### config.mk
export PLATFORM = sky130hd
export DESIGN_NAME = serial_byte_loader
export DESIGN_NICKNAME = d
export VERILOG_FILES = /design/src/rtl/serial_byte_loader_pkg.sv /design/src/rtl/serial_byte_loader_shift_accumulator.sv /design/src/rtl/serial_byte_loader.sv
export SDC_FILE = /design/constraint.sdc
export NUM_CORES = 1
export LEC_CHECK = 0
export CAP_MARGIN = 20
export CORE_MARGIN = 2
export CORE_UTILIZATION = 45
export CTS_CLUSTER_DIAMETER = 100
export CTS_CLUSTER_SIZE = 12
export DETAILED_ROUTE_END_ITERATION = 16
export MAX_ROUTING_LAYER = met4
export PLACE_DENSITY = 0.75
export SLEW_MARGIN = 25
export SYNTH_ARGS = -nofsm -noshare
export SYNTH_HDL_FRONTEND = slang
export SYNTH_SLANG_ARGS = --single-unit
export TNS_END_PERCENT = 5
### constraint.sdc
create_clock -name clk -period 1.6 [get_ports clk]
set_input_delay 0.32 -clock clk [delete_from_list [all_inputs] [get_ports clk]]
set_output_delay 0.32 -clock clk [all_outputs]
set_load 0.005 [all_outputs]
### src/rtl/serial_byte_loader_pkg.sv
// Shared types and sizing helpers for the serial byte loader and its accumulator.
package loader_pkg;

    typedef enum logic [1:0] {
        IDLE  = 2'd0,
        SHIFT = 2'd1,
        STORE = 2'd2
    } state_t;

    localparam int DEFAULT_DATA_WIDTH = 8;
    localparam int CNT_W = $clog2(DEFAULT_DATA_WIDTH);

    // Counter width for a modulus, never narrower than one bit.
    function automatic int cnt_width(input int modulus);
        return (modulus > 1) ? $clog2(modulus) : 1;
    endfunction

endpackage

### src/rtl/serial_byte_loader_shift_accumulator.sv
// Shift register plus bit counter; exposes the word including the bit being shifted in.
module shift_accumulator
    import loader_pkg::*;
#(
    parameter int DATA_WIDTH = DEFAULT_DATA_WIDTH,
    parameter bit MSB_FIRST  = 1'b1
) (
    input  logic                  clk,
    input  logic                  reset,
    input  logic                  clr,
    input  logic                  shift,
    input  logic                  bit_in,
    output logic [DATA_WIDTH-1:0] shifted_word,
    output logic                  done
);

    localparam int CW = cnt_width(DATA_WIDTH);

    logic [DATA_WIDTH-1:0] sreg_q, sreg_d;
    logic [CW-1:0]         cnt_q, cnt_d;

    generate
        if (MSB_FIRST) begin : g_msb_first
            assign shifted_word = {sreg_q[DATA_WIDTH-2:0], bit_in};
        end else begin : g_lsb_first
            assign shifted_word = {bit_in, sreg_q[DATA_WIDTH-1:1]};
        end
    endgenerate

    // done flags that the bit now being offered is the last of the frame.
    assign done = (cnt_q == CW'(DATA_WIDTH - 1));

    always_comb begin
        sreg_d = sreg_q;
        cnt_d  = cnt_q;
        if (clr) begin
            sreg_d = '0;
            cnt_d  = '0;
        end else if (shift) begin
            sreg_d = shifted_word;
            cnt_d  = cnt_q + CW'(1);
        end
    end

    always_ff @(posedge clk) begin
        if (reset) begin
            sreg_q <= '0;
            cnt_q  <= '0;
        end else begin
            sreg_q <= sreg_d;
            cnt_q  <= cnt_d;
        end
    end

endmodule

### src/rtl/serial_byte_loader.sv
// Assembles bit-serial frames into a byte and presents it to a transparent latch
// with a held store window, framing-error pulses and a stored-byte counter.
module serial_byte_loader
    import loader_pkg::*;
#(
    parameter int DATA_WIDTH   = DEFAULT_DATA_WIDTH,
    parameter bit MSB_FIRST    = 1'b1,
    parameter int STORE_CYCLES = 2
) (
    input  logic                  clk,
    input  logic                  reset,
    input  logic                  frame_start,
    input  logic                  serial_in,
    input  logic                  bit_valid,
    input  logic                  abort,
    output logic [DATA_WIDTH-1:0] data,
    output logic                  store,
    output logic                  busy,
    output logic                  frame_error,
    output logic [7:0]            byte_count
);

    localparam int TW = cnt_width(STORE_CYCLES);

    state_t                state_q, state_d;
    logic [DATA_WIDTH-1:0] data_q, data_d;
    logic                  store_q, store_d;
    logic                  busy_q, busy_d;
    logic                  frame_error_q, frame_error_d;
    logic [7:0]            byte_count_q, byte_count_d;
    logic [TW-1:0]         timer_q, timer_d;

    logic                  acc_clr;
    logic                  acc_shift;
    logic [DATA_WIDTH-1:0] acc_word;
    logic                  acc_done;

    shift_accumulator #(
        .DATA_WIDTH (DATA_WIDTH),
        .MSB_FIRST  (MSB_FIRST)
    ) u_acc (
        .clk          (clk),
        .reset        (reset),
        .clr          (acc_clr),
        .shift        (acc_shift),
        .bit_in       (serial_in),
        .shifted_word (acc_word),
        .done         (acc_done)
    );

    always_ff @(posedge clk) begin
        if (reset) begin
            state_q       <= IDLE;
            data_q        <= '0;
            store_q       <= 1'b0;
            busy_q        <= 1'b0;
            frame_error_q <= 1'b0;
            byte_count_q  <= '0;
            timer_q       <= '0;
        end else begin
            state_q       <= state_d;
            data_q        <= data_d;
            store_q       <= store_d;
            busy_q        <= busy_d;
            frame_error_q <= frame_error_d;
            byte_count_q  <= byte_count_d;
            timer_q       <= timer_d;
        end
    end

    always_comb begin
        state_d = state_q;
        case (state_q)
            IDLE: begin
                if (frame_start) state_d = SHIFT;
            end
            SHIFT: begin
                if (abort)                        state_d = IDLE;
                else if (frame_start)             state_d = SHIFT;
                else if (bit_valid && acc_done)   state_d = STORE;
            end
            STORE: begin
                if (timer_q == '0) state_d = IDLE;
            end
            default: state_d = IDLE;
        endcase
    end

    always_comb begin
        data_d        = data_q;
        store_d       = store_q;
        timer_d       = timer_q;
        frame_error_d = 1'b0;
        byte_count_d  = byte_count_q;
        acc_clr       = 1'b0;
        acc_shift     = 1'b0;
        case (state_q)
            IDLE: begin
                if (frame_start)    acc_clr = 1'b1;
                else if (bit_valid) frame_error_d = 1'b1;
            end
            SHIFT: begin
                // abort wins over everything and leaves data untouched.
                if (abort) begin
                    acc_clr = 1'b0;
                end else if (frame_start) begin
                    frame_error_d = 1'b1;
                    acc_clr       = 1'b1;
                end else if (bit_valid) begin
                    acc_shift = 1'b1;
                    if (acc_done) begin
                        data_d       = acc_word;
                        store_d      = 1'b1;
                        timer_d      = TW'(STORE_CYCLES - 1);
                        byte_count_d = byte_count_q + 8'd1;
                    end
                end
            end
            STORE: begin
                if (bit_valid || frame_start) frame_error_d = 1'b1;
                if (timer_q == '0) store_d = 1'b0;
                else               timer_d = timer_q - TW'(1);
            end
            default: begin
                store_d = 1'b0;
            end
        endcase
        busy_d = (state_d != IDLE);
    end

    assign data        = data_q;
    assign store       = store_q;
    assign busy        = busy_q;
    assign frame_error = frame_error_q;
    assign byte_count  = byte_count_q;

endmodule

==> results of run 1 <==
final cells by class:
type	count	area, um^2	share of cell area, %
Clock buffer	6	41.3	2.39
Clock inverter	1	5.00	0.290
Inverter	2	7.51	0.435
Multi-Input combinational cell	110	626	36.2
Sequential cell	32	651	37.7
Tap cell	31	38.8	2.25
Timing Repair Buffer	38	358	20.7
kinds of logic (layout without fill, tap and decap cells):
family          Yosys count  count (layout)  synth area share [%]
mux                       1               1                 0.781
simple gates             68              68                  25.8
buf+inv                  11              47                  3.42
xor+xnor                  7               7                  4.79
fa+ha+maj                 3               3                  2.93
flops                    32              32                  50.0
compound gates           31              31                  12.3
synth_stat cells (3+ instances only):
| library cell | n |
|---|---|
| a21oi_1 | 26 |
| and3_1 | 3 |
| clkbuf_1 | 6 |
| dfxtp_1 | 32 |
| ha_1 | 3 |
| nand2_1 | 30 |
| nand3_1 | 14 |
| nand4_1 | 3 |
| nor2_1 | 10 |
| o21ai_0 | 4 |
| xor2_1 | 6 |
flip-flops by register name, summed over array words and instances, names as in the netlist:
signal,count
state_q,2
frame_error,1
u_acc.cnt_q,3
busy,1
u_acc.sreg_q,7
data,8
store,1
timer_q,1
byte_count,8
tightest hold or removal path: stages (launching register included):
cell and delay (ps):
dfxtp_1 320, nand2_1 50, a21oi_1 50
where the power goes:
part | total, uW | switching [uW] | leakage [uW] | internal [uW]
combinational | 92.0 | 45.5 | 0.000328 | 46.5
sequential | 802 | 2.51 | 0.000262 | 800
clock | 417 | 256 | 0.0000281 | 162
total | 1310 | 304 | 0.000618 | 1010
per-stage QoR:
stage	hold WS, ps	cell area, um^2	worst slack [ps]	std cells	power (uW)
2_1_floorplan	389	1280	54.5	153	864
3_3_place_gp	444	1640	-265	213	911
3_5_place_dp	446	1640	-293	213	914
4_1_cts	458	1690	-28.0	220	1320
5_1_grt	476	1730	-23.1	220	1370
6_report	456	1730	39.9	220	1310
metal layers:
metal | track usage [%] | vias to the layer above | share of wire (%) | wire, um
met5 | - | - | 0 | 0
met4 | 8.31 | 0 | 0.54 | 15
met3 | 4.99 | 4 | 3.6 | 99
met2 | 30.7 | 18 | 51 | 1400
met1 | 21.9 | 547 | 45 | 1240
li1 | - | 588 | - | -
final timing paths:
kind / startpoint / to / cells past startpoint
setup / recovery: byte_count[1] / byte_count[1] / 1
hold reg to reg: data[0] / data[0] / 2
hold / removal: data[0] / data[0] / 2
setup reg to reg: u_acc.cnt_q[0] / byte_count[7] / 6
cell usage in the layout (no fill, tap or decap), types with 2 or more instances in the layout:
cell type / n
buf_4: 13
dfxtp_2: 5
and3_1: 3
o21ai_0: 4
inv_1: 2
nor2b_1: 2
nand2_1: 30
dfxtp_1: 26
nor2_1: 10
clkdlybuf4s50_1: 24
nand4_1: 3
xor2_1: 6
a21oi_1: 25
nand3_1: 14
clkbuf_4: 5
ha_4: 2
what timing repair did:
| action | 4_1_cts | 5_1_grt |
|---|---|---|
| endpoints found under the hold margin | 0 | 0 |
| setup endpoints to repair | 3 | 6 |
| gates resized for setup | 3 | 9 |
| pin swaps | 0 | 2 |
==> flow_metrics.tcl, run 1 <==
set metrics [dict create \
    routed-via-count 1157 \
    dr.pass1.iters 6 \
    placementRows 19 \
    die_x_um 57.4 \
    tightest_slew_ps 344 \
    htree_levels 2 \
    insertedDiodeCount 0 \
    grt_pass1_vias 1129 \
    syn_nets 162 \
    wl_per_cell_um 12.5 \
    fin_util_pct 63.2 \
    finalMaxSlewViolations 0 \
    powerDensity_nw_per_um2 760 \
    rsz0062_at_grt "true" \
    io_buffers 24 \
    nFillCells 225 \
    setup_tns_ps 0 \
    globalRoute.totalOverflow 0 \
    setup_viol 0 \
    die_h_um 57.4 \
    worstPathMaxFanout 6 \
    status "finished clean" \
    clk_pin_slew_ps 90 \
    synth_area_um2 1280 \
    viasPerCell 5.26 \
    hold_viol 0 \
    place.gp.congestion 0.850 \
    worstSetupStartpointType "flop" \
    async_flop_share_pct 0 \
    crit_buf_inv 1 \
    postCtsSetupRepairBufs 0 \
    hold_class "flop to flop" \
    arrival_ps 1240 \
    cp.required_ps 1280 \
    numCtsBuffers 5 \
    drcViolationCount 0 \
    clock-root-buffer "clkbuf_4" \
    fmax_ghz 0.641 \
    cts.path.max_buffers 2 \
    vdd_ir_drop_max_v 0.000595 \
    drive_above_1_share_pct 15.9 \
    slowest_delay_ps 530 \
    fin_crit_sh_pct 97.5 \
    reg2reg_slack_ps 120 \
    synth_seq_cells 32 \
    avgSynthCellArea_um2 8.37 \
    boundaryPins 25 \
    clk_latency_ps 330 \
    ys_top_cells_by_area "dfxtp_1, a21oi_1, nand2_1" \
    cts_hold_buf 0 \
    fin_worst_skew_ps 5.12 \
    path_class "flop to output port" \
    ant_nets 0 \
    fin_nets 198 \
    yosysSeqAreaShare_pct 50.0 \
    p_leak_uw 0.000618 \
    place_hpwl_um 1930 \
    synth_top_area_cell "dfxtp_1" \
    wl_um 2760 \
    synthDominantCellAreaShare_pct 50.0 \
    core_um2 2730 \
    synth_cells 153 \
    syn2layout_area_growth_pct 34.8 \
    dieArea_um2 3290 \
    ys_types 24 \
    yosysWarnings 0 \
    clock-sinks 32 \
    synth_ff_type "dfxtp_1" \
    drtIter0Drc 37 \
    path_delay_family "buffers and inverters" \
    grt_use_total_pct 18.9 \
    grt_max_degree 23 \
    path_cells "clkdlybuf4s50_1" \
    grt_pass1_wl_um 4760 \
    cts_tree "yes" \
    max_slew_margin_pct 77.0 \
    maxCapViolCount 0 \
    period_minus_slack_ps 1560 \
    critPathSlowestCell "clkdlybuf4s50_1" \
    synth-edff-count 0 \
    start_util_pct 46.9 \
    end_kind "output port" \
    grt_antenna_before_repair 0 \
]
No activity file was read; power rests on OpenSTA's default activity.
==> inputs of run 2 (changes only) <==
- HOLD_SLACK_MARGIN: default -> 0.12
==> results of run 2 <==
No change in the layout: final DEF, timing and power equal those of run 1.
==> inputs of run 3 (changes only) <==
- RECOVER_POWER: default -> 100
==> run 3 against run 2 <==
Compared with the run above:
- global-route usage did not move
- sequential share of layout area about the same
- final cell count stayed put
- clock-buffer cell count unchanged
- non-clock buffer count stayed put
==> flow_metrics.tcl, run 3 (synthesis results as in run 1) <==
set metrics [dict create \
    status "finished clean" \
    cts_hold_buf 0 \
    tightest_slew_ps 347 \
    fin_util_pct 63.0 \
    placementRows 19 \
    path_cells "clkdlybuf4s50_1" \
    clk_latency_ps 320 \
    htree_levels 2 \
    busiest_layer "met2" \
    grt_pass1_vias 1129 \
    grt_antenna_before_repair 0 \
    start_util_pct 46.9 \
    cp.required_ps 1280 \
    insertedDiodeCount 0 \
    core_um2 2730 \
    crit_buf_inv 1 \
    hold_viol 0 \
    p_leak_uw 0.000614 \
    wl_um 2730 \
    layout_common_cells "nand2_1, dfxtp_1, a21oi_1" \
    ant_nets 0 \
    worstSetupStartpointType "flop" \
    use_met1_pct 21.9 \
    holdPathStages 2 \
    fin_worst_skew_ps 3.55 \
    cts.path.max_buffers 2 \
    place.gp.congestion 0.850 \
    cp.depth 1 \
    path_delay_family "buffers and inverters" \
    grt_max_degree 23 \
    worstPathMaxFanout 6 \
    path_class "flop to output port" \
    gr-usage-met2_pct 30.7 \
    dieArea_um2 3290 \
    drtIter0Drc 39 \
    numCtsBuffers 5 \
    fmax_ghz 0.642 \
    io_buffers 24 \
    fin_crit_sh_pct 97.4 \
    arrival_ps 1240 \
    cts_tree "yes" \
    hold_class "flop to flop" \
    end_kind "output port" \
    fin_ws_ps 41.6 \
    rsz0062_at_grt "true" \
    period_minus_slack_ps 1560 \
    boundaryPins 25 \
    syn2layout_area_growth_pct 34.4 \
    clock-root-buffer "clkbuf_4" \
    critPathSlowestCell "clkdlybuf4s50_1" \
    routed-via-count 1155 \
    die_h_um 57.4 \
    vdd_ir_drop_max_v 0.000599 \
    dp_worst_setup_slack_ps -293 \
    drive_above_1_share_pct 14.8 \
    place_hpwl_um 1930 \
    powerDensity_nw_per_um2 761 \
    postCtsSetupRepairBufs 0 \
    slowest_delay_ps 530 \
    met3_usage_pct 4.99 \
    clock-sinks 32 \
    dr.pass1.iters 4 \
    layout_commonest_cell "nand2_1" \
    setup_viol 0 \
    maxCapViolCount 0 \
    drcViolationCount 0 \
    globalRoute.totalOverflow 0 \
    grt_pass1_wl_um 4760 \
    reg2reg_depth 6 \
    grt_use_total_pct 18.9 \
    die_x_um 57.4 \
    max_slew_margin_pct 76.8 \
    clk_pin_slew_ps 90 \
    wl_per_cell_um 12.4 \
    viasPerCell 5.25 \
    finalMaxSlewViolations 0 \
    fin_nets 198 \
]
## run 3: stage by stage
stage	hold WS, ps	total power (uW)	instance area (um^2)	std cells	setup TNS [ps]
final	456	1310	1720	220	0
after global routing	476	1370	1720	220	-33.8
after CTS	458	1320	1690	220	-28.0
after detailed placement	446	914	1640	213	-5510
after global placement	444	911	1640	213	-5520
after floorplan	389	864	1280	153	0
## run 3: worst paths after layout
check                       from            end  slack [ps]
setup / recovery   byte_count[1]  byte_count[1]          40
hold / removal           data[0]        data[0]         460
setup reg to reg  u_acc.cnt_q[1]  byte_count[7]         100
hold reg to reg          data[0]        data[0]         460
## run 3: layout make-up
class / count / area (um^2)
Multi-Input combinational cell: 110 / 626
Inverter: 2 / 7.51
Clock buffer: 6 / 41.3
Sequential cell: 32 / 649
Clock inverter: 1 / 5.00
Tap cell: 31 / 38.8
Timing Repair Buffer: 38 / 354
Fill cell: 226 / 1010
## run 3: power breakdown
part           switching [uW]  leakage [uW]  internal (uW)  total [uW]
registers                2.50      0.000261            800         802
clock network             254     0.0000281            162         416
logic                    45.7      0.000324           45.4        91.1
## run 3: what timing repair did
action / CTS / global route
gates resized for setup: 3 / 9
pin swaps: 0 / 2
setup endpoints to repair: 3 / 6
## run 3: metal layers
| layer | share of wire (%) | vias up | wire length (um) |
|---|---|---|---|
| met5 | 0 | - | 0 |
| met4 | 0.51 | 0 | 14 |
| met3 | 3.9 | 3 | 107 |
| met2 | 50 | 25 | 1370 |
| met1 | 45 | 540 | 1240 |
| li1 | - | 587 | - |
